[src/rtl/rgb_pwm_pkg.sv]
// Shared constants, FSM encoding and the gamma curve for the RGB PWM fader.
package rgb_pwm_pkg;

  localparam int R = 0;
  localparam int G = 1;
  localparam int B = 2;

  typedef enum logic {
    IDLE = 1'b0,
    FADE = 1'b1
  } state_e;

  // Square-law brightness curve: (x*(x+1)) >> n at double width, so full scale maps to full scale.
  function automatic logic [31:0] gamma_map(input logic [15:0] x, input int unsigned n);
    logic [31:0] prod;
    prod = 32'(x) * (32'(x) + 32'd1);
    return prod >> n;
  endfunction

endpackage

[src/rtl/pwm_chan.sv]
// One colour channel: current/target duty, step-toward logic, period shadow and registered PWM bit.
// RGB_PWM_GAMMA_EN selects a gamma-corrected shadow instead of the raw duty.
module pwm_chan
  import rgb_pwm_pkg::*;
#(
  parameter int PWM_BITS = 8
) (
  input  logic                clk,
  input  logic                rst,
  input  logic [PWM_BITS-1:0] cnt,
  input  logic                load,
  input  logic                set_cur,
  input  logic                set_tgt,
  input  logic                step,
  input  logic [PWM_BITS-1:0] cmd_duty,
  output logic                at_tgt,
  output logic                pwm
);

  logic [PWM_BITS-1:0] cur_q, cur_d;
  logic [PWM_BITS-1:0] tgt_q, tgt_d;
  logic [PWM_BITS-1:0] shadow_q, shadow_d;
  logic                pwm_q, pwm_d;

`ifdef RGB_PWM_GAMMA_EN
  // The curve is registered a cycle ahead so the shadow still loads on the same count.
  logic [PWM_BITS-1:0] gamma_q, gamma_d;

  always_comb begin
    gamma_d = PWM_BITS'(gamma_map(16'(cur_q), PWM_BITS));
  end

  always_ff @(posedge clk or posedge rst) begin
    if (rst) begin
      gamma_q <= '0;
    end else begin
      gamma_q <= gamma_d;
    end
  end
`endif

  always_comb begin
    cur_d = cur_q;
    if (set_cur) begin
      cur_d = cmd_duty;
    end else if (step && (cur_q < tgt_q)) begin
      cur_d = cur_q + 1'b1;
    end else if (step && (cur_q > tgt_q)) begin
      cur_d = cur_q - 1'b1;
    end
  end

  always_comb begin
    tgt_d = set_tgt ? cmd_duty : tgt_q;
  end

  always_comb begin
    shadow_d = shadow_q;
    if (load) begin
`ifdef RGB_PWM_GAMMA_EN
      shadow_d = gamma_q;
`else
      shadow_d = cur_q;
`endif
    end
  end

  always_comb begin
    pwm_d = (cnt < shadow_q);
  end

  always_ff @(posedge clk or posedge rst) begin
    if (rst) begin
      cur_q    <= '0;
      tgt_q    <= '0;
      shadow_q <= '0;
      pwm_q    <= 1'b0;
    end else begin
      cur_q    <= cur_d;
      tgt_q    <= tgt_d;
      shadow_q <= shadow_d;
      pwm_q    <= pwm_d;
    end
  end

  assign at_tgt = (cur_q == tgt_q);
  assign pwm    = pwm_q;

endmodule

[src/rtl/rgb_pwm_fader.sv]
// Colour command front end for the iCE40 RGB driver: shared period counter, ramp divider and fade FSM.
// Define RGB_PWM_GAMMA_EN to gamma-correct each channel's duty before it reaches the PWM compare.
module rgb_pwm_fader
  import rgb_pwm_pkg::*;
#(
  parameter int PWM_BITS = 8,
  parameter int RAMP_DIV = 32000
) (
  input  logic                clk,
  input  logic                rst,
  input  logic                cmd_valid,
  output logic                cmd_ready,
  input  logic [PWM_BITS-1:0] cmd_r,
  input  logic [PWM_BITS-1:0] cmd_g,
  input  logic [PWM_BITS-1:0] cmd_b,
  input  logic                cmd_fade,
  output logic [2:0]          pwm,
  output logic                busy
);

  localparam int DIV_W = (RAMP_DIV > 1) ? $clog2(RAMP_DIV) : 1;
  localparam logic [PWM_BITS-1:0] CNT_LAST = PWM_BITS'((1 << PWM_BITS) - 2);
  localparam logic [DIV_W-1:0]    DIV_LAST = DIV_W'(RAMP_DIV - 1);

  logic [PWM_BITS-1:0] cnt_q, cnt_d;
  logic [DIV_W-1:0]    div_q, div_d;
  state_e              state_q, state_d;

  logic                load;
  logic                set_cur;
  logic                set_tgt;
  logic                step;
  logic [2:0]          at_tgt;
  logic [PWM_BITS-1:0] cmd_duty [3];

  assign cmd_duty[R] = cmd_r;
  assign cmd_duty[G] = cmd_g;
  assign cmd_duty[B] = cmd_b;

  // Period is 2^N-1 so a duty of all-ones stays high for the whole period.
  always_comb begin
    cnt_d = (cnt_q == CNT_LAST) ? '0 : cnt_q + 1'b1;
    load  = (cnt_q == CNT_LAST);
  end

  always_comb begin
    state_d = state_q;
    div_d   = div_q;
    set_cur = 1'b0;
    set_tgt = 1'b0;
    step    = 1'b0;
    case (state_q)
      IDLE: begin
        if (cmd_valid && cmd_ready) begin
          set_tgt = 1'b1;
          if (cmd_fade) begin
            state_d = FADE;
            div_d   = '0;
          end else begin
            set_cur = 1'b1;
          end
        end
      end
      FADE: begin
        // Arrival is checked before stepping, so a fade ends one cycle after the last step.
        if (&at_tgt) begin
          state_d = IDLE;
        end else if (div_q == DIV_LAST) begin
          step  = 1'b1;
          div_d = '0;
        end else begin
          div_d = div_q + 1'b1;
        end
      end
      default: state_d = IDLE;
    endcase
  end

  always_ff @(posedge clk or posedge rst) begin
    if (rst) begin
      cnt_q   <= '0;
      div_q   <= '0;
      state_q <= IDLE;
    end else begin
      cnt_q   <= cnt_d;
      div_q   <= div_d;
      state_q <= state_d;
    end
  end

  assign cmd_ready = (state_q == IDLE) && !rst;
  assign busy      = (state_q == FADE);

  generate
    for (genvar gi = 0; gi < 3; gi++) begin : g_chan
      pwm_chan #(
        .PWM_BITS (PWM_BITS)
      ) u_chan (
        .clk      (clk),
        .rst      (rst),
        .cnt      (cnt_q),
        .load     (load),
        .set_cur  (set_cur),
        .set_tgt  (set_tgt),
        .step     (step),
        .cmd_duty (cmd_duty[gi]),
        .at_tgt   (at_tgt[gi]),
        .pwm      (pwm[gi])
      );
    end
  endgenerate

endmodule

[config.mk]
export PLATFORM = sky130hd
export DESIGN_NAME = rgb_pwm_fader
export DESIGN_NICKNAME = d
export VERILOG_FILES = /design/src/rtl/rgb_pwm_pkg.sv /design/src/rtl/pwm_chan.sv /design/src/rtl/rgb_pwm_fader.sv
export SDC_FILE = /design/constraint.sdc
export NUM_CORES = 1
export LEC_CHECK = 0
export BUFFER_PORTS_ARGS = -buffer_cell sky130_fd_sc_hd__buf_2
export CORE_MARGIN = 1.5
export CORE_UTILIZATION = 60
export DETAILED_ROUTE_END_ITERATION = 8
export HOLD_SLACK_MARGIN = 0.06
export PLACE_DENSITY = 0.82
export SLEW_MARGIN = 0
export SYNTH_ARGS = -nofsm -noshare
export SYNTH_HDL_FRONTEND = slang
export SYNTH_SLANG_ARGS = --single-unit
[constraint.sdc]
create_clock -name clk -period 4.65 [get_ports clk]
set_input_delay 0.465 -clock clk [delete_from_list [all_inputs] [get_ports clk]]
set_output_delay 0.465 -clock clk [all_outputs]
set_load 0.005 [all_outputs]
==> results.py <==
metrics = {
    "route": {
        "ant_nets": 0,
        "drt_wl_total_um": 14100,
        "post_drt_wl_per_cell_um": 16.4,
        "drt_iter0_drc": 306,
        "drt_first_pass_iters": 6,
        "vias": 5162,
        "vias_per_cell": 6.00,
        "drc": 0,
    },
    "final_layout": {
        "diodes": 0,
        "drive_gt1_share_pct": 12.3,
        "fillers": 823,
        "multi_input_area_um2": 3550,
        "stdcell_area_um2": 6830,
        "fin_nets": 819,
        "regArea_um2": 2480,
        "synthToLayoutAreaGrowth_pct": 7.92,
    },
    "setup_path": {
        "startpoint_type": "register",
        "critPathMaxStageDelay_ns": 0.67,
        "critPathSlowestCell": "or4_1",
        "end_kind": "register",
        "path_common_cell": "ha_1",
        "worstPathRequired_ns": 4.93,
        "cp_cell_sequence": "ha_1, nand4_4, or4_1, nor2_1, nand4_1, buf_4, ha_1, and3_1, a221o_1, o41ai_2, nor3_1, mux2_4, a2111o_1",
        "path_max_fanout": 8,
        "crit_type": "register to register",
        "arrival_ns": 4.56,
    },
    "synthesis": {
        "seq_area_frac_synth_pct": 39.1,
        "synthXorXnorAreaFrac_pct": 3.46,
        "synthMuxAreaShare_pct": 3.89,
        "synth_area_leaders": "dfrtp_1 (39%), ha_1 (14%), o21ai_0 (5.3%), nand2_1 (5.2%), inv_1 (3.2%)",
        "yosys_register_bits": 99,
        "synth_top_area_share_pct": 39.1,
        "synth_compound_area_share_pct": 15.7,
        "synthAdderAreaFrac_pct": 14.6,
        "synth-simple-area-share_pct": 18.1,
        "async_reset_ff_share_pct": 100,
        "synth-edff-count": 0,
        "synth_area_per_cell_um2": 9.11,
        "netlist_instances": 695,
        "synth_top_family_by_area": "simple AND/OR/NAND/NOR gates",
        "synth_area_leader_cell": "dfrtp_1",
        "synth_nets": 795,
        "synth_ff_type": "dfrtp_1",
        "ys_types": 56,
        "syn_area_um2": 6330,
        "yosysWarningCount": 0,
    },
    "timing": {
        "tns_ns": 0,
        "max-slew-margin-rel_pct": 28.2,
        "setup_viol": 0,
        "period_needed_ns": 4.27,
        "period_share_pct": 91.9,
        "slew_viol_final": 0,
        "hold_violations": 0,
        "finalClockSkew_ns": 0.0163,
        "fmax_mhz": 234,
        "setup_ws_ns": 0.375,
        "tightest_slew_ns": 1.08,
        "rsz0062_at_grt": "false",
    },
    "die": {
        "initial_core_util_pct": 61.6,
        "ios": 33,
        "dieWidth_um": 106,
        "coreArea_um2": 10300,
        "fp.dieH_um": 106,
        "dieArea_um2": 11200,
        "rows": 37,
    },
    "power_and_ir_drop": {
        "power_switching_share_pct": 38.4,
        "power_frac_seq_pct": 39.6,
        "peakVddDrop_mv": 0.249,
        "p_per_area_nw_per_um2": 447,
        "p_leak_nw": 3.15,
        "intPower_mw": 1.88,
        "p_switching_mw": 1.17,
        "power.total_mw": 3.06,
        "clock_power_share_pct": 19.7,
        "p_comb_share_pct": 40.7,
    },
    "global_routing": {
        "gr-total-overflow": 0,
        "grt_pass1_vias": 5014,
        "grt_max_degree": 77,
        "antenna_found_initial": 0,
        "grtUsageTotal_pct": 26.6,
        "grt_pass1_wl_um": 23600,
    },
    "outcome": {
        "status": "finished, final reports clean",
    },
    "clocking": {
        "tritoncts": "done",
        "h-tree-depth": 3,
        "cts_hold_buf": 0,
        "clk_latency_ns": 0.39,
        "cts.path.max_buffers": 2,
        "cts_buffers": 9,
        "cts_sinks": 99,
        "clock-root-buffer": "clkbuf_8",
        "clkTransAtPathRegs_ns": 0.10,
    },
    "place": {
        "place_area_um2": 6600,
        "io_buffer_count": 32,
        "hpwlAfterDp_um": 10100,
        "pre_cts_slack_ns": 0.164,
        "gp_congestion": 0.890,
    },
    "run": {
        "maxCapViolCount": 0,
    },
    "min_path": {
        "hp-class": "input pin to register",
    },
}
==> Yosys cell counts, types with 2 or more instances <==
master / instances
nor3_1: 7
o21bai_1: 6
o21ai_0: 67
xor2_1: 15
a21oi_1: 31
inv_1: 54
nand2b_1: 6
nor2_1: 47
a221o_1: 3
o41ai_1: 2
fa_1: 3
nor4_1: 3
buf_2: 5
o2111ai_1: 4
nor2b_1: 5
a211oi_1: 3
or3_1: 4
a21o_1: 19
nand2_1: 87
o211ai_1: 4
mux2i_1: 4
ha_1: 69
xnor2_1: 10
buf_1: 2
clkbuf_1: 17
mux2_2: 17
a22oi_1: 2
dfrtp_1: 99
o31ai_1: 5
nand3_1: 34
o41a_1: 2
a31oi_1: 6
nand2_2: 2
buf_4: 3
nor3b_1: 6
and3_1: 12
nand4_1: 11
==> final cells by class <==
| type | instances | share of cell area [%] |
|---|---|---|
| well taps | 136 | 2.49 |
| flip-flops and latches | 99 | 36.3 |
| repair buffers | 40 | 3.22 |
| inverters | 54 | 3.00 |
| clock inverters | 5 | 0.860 |
| multi-input cells | 515 | 52.0 |
| clock buffers | 11 | 2.22 |
==> state kept, by name (all words and copies together) (netlist names) <==
register and count:
g_chan.u_chan.tgt_q 24, g_chan.u_chan.pwm 3, cnt_q 8, g_chan.u_chan.cur_q 24
busy 1, g_chan.u_chan.shadow_q 24, div_q 15
==> timing repair <==
item | 4_1_cts | 5_1_grt
buffers inserted | 0 | 2
endpoints found under the setup margin | 0 | 1
gates resized for setup | 0 | 1
==> layout by cell type (no fill, tap or decap), drive strengths merged, types with 15 or more instances in the layout <==
| cell | instances |
|---|---|
| nor2 | 47 |
| a21oi | 31 |
| nand2 | 89 |
| xor2 | 15 |
| a21o | 19 |
| buf | 40 |
| dfrtp | 99 |
| ha | 69 |
| nand3 | 35 |
| mux2 | 18 |
| o21ai | 67 |
| inv | 55 |
==> layer usage <==
| metal | wire [um] | up-vias | GRT usage (%) |
|---|---|---|---|
| met5 | 0 | - | 0 |
| met4 | 284 | 0 | 12.9 |
| met3 | 701 | 27 | 3.53 |
| met2 | 6820 | 166 | 42.8 |
| met1 | 6330 | 2485 | 35.5 |
| li1 | - | 2484 | - |
==> power groups by stage <==
stage / Clock [mW] / Combinational (mW) / Sequential (mW)
2_1_floorplan: 0 / 0.973 / 1.16
3_3_place_gp: 0 / 1.15 / 1.21
6_report: 0.602 / 1.24 / 1.21
4_1_cts: 0.607 / 1.22 / 1.21
5_1_grt: 0.635 / 1.40 / 1.24
3_5_place_dp: 0 / 1.21 / 1.22
==> final timing paths <==
check	startpoint	end	slack, ns	cells after the start
setup / recovery	div_q[0]$_DFFE_PP0P_	g_chan[1].u_chan.cur_q[7]$_DFFE_PP0P_	0.38	13
hold / removal	cmd_b[3]	g_chan[2].u_chan.tgt_q[3]$_DFFE_PP0P_	0.28	3
setup reg to reg	div_q[0]$_DFFE_PP0P_	g_chan[1].u_chan.cur_q[7]$_DFFE_PP0P_	0.38	13
hold reg to reg	g_chan[2].u_chan.shadow_q[0]$_DFFE_PP0N_	g_chan[2].u_chan.shadow_q[0]$_DFFE_PP0N_	0.50	2
max in group asynchronous	rst	g_chan[1].u_chan.pwm$_DFF_PP0_	3.45	3
min in group asynchronous	rst	g_chan[1].u_chan.cur_q[6]$_DFFE_PP0P_	0.31	2
==> through the flow <==
| stage | util (%) | hold slack, ns | std cells |
|---|---|---|---|
| finish | 66.5 | 0.285 | 860 |
| global route | 66.5 | 0.304 | 860 |
| CTS | 66.3 | 0.276 | 858 |
| detailed placement | 64.2 | 0.479 | 842 |
| global placement | 64.2 | 0.462 | 842 |
| floorplan | - | 0.451 | 695 |
==> critical path, delay by kind of cell, from the launching register on <==
kind / cells / cell delay (ns)
AND/OR/NAND/NOR: 6 / 1.55
adder cells (fa/ha/maj): 2 / 0.60
multiplexers: 1 / 0.28
flip-flops: 1 / 0.40
AO/OA/AOI/OAI: 3 / 1.13
buffers and inverters: 1 / 0.20
==> kinds of logic (layout without fill, tap and decap cells) <==
logic type | count (synthesis) | in the layout
AO/OA/AOI/OAI | 161 | 161
XOR/XNOR | 25 | 25
adder cells (fa/ha/maj) | 72 | 72
buffers and inverters | 81 | 110
flip-flops | 99 | 99
multiplexers | 22 | 22
AND/OR/NAND/NOR | 235 | 235
Power figures use the tool's default switching activity.
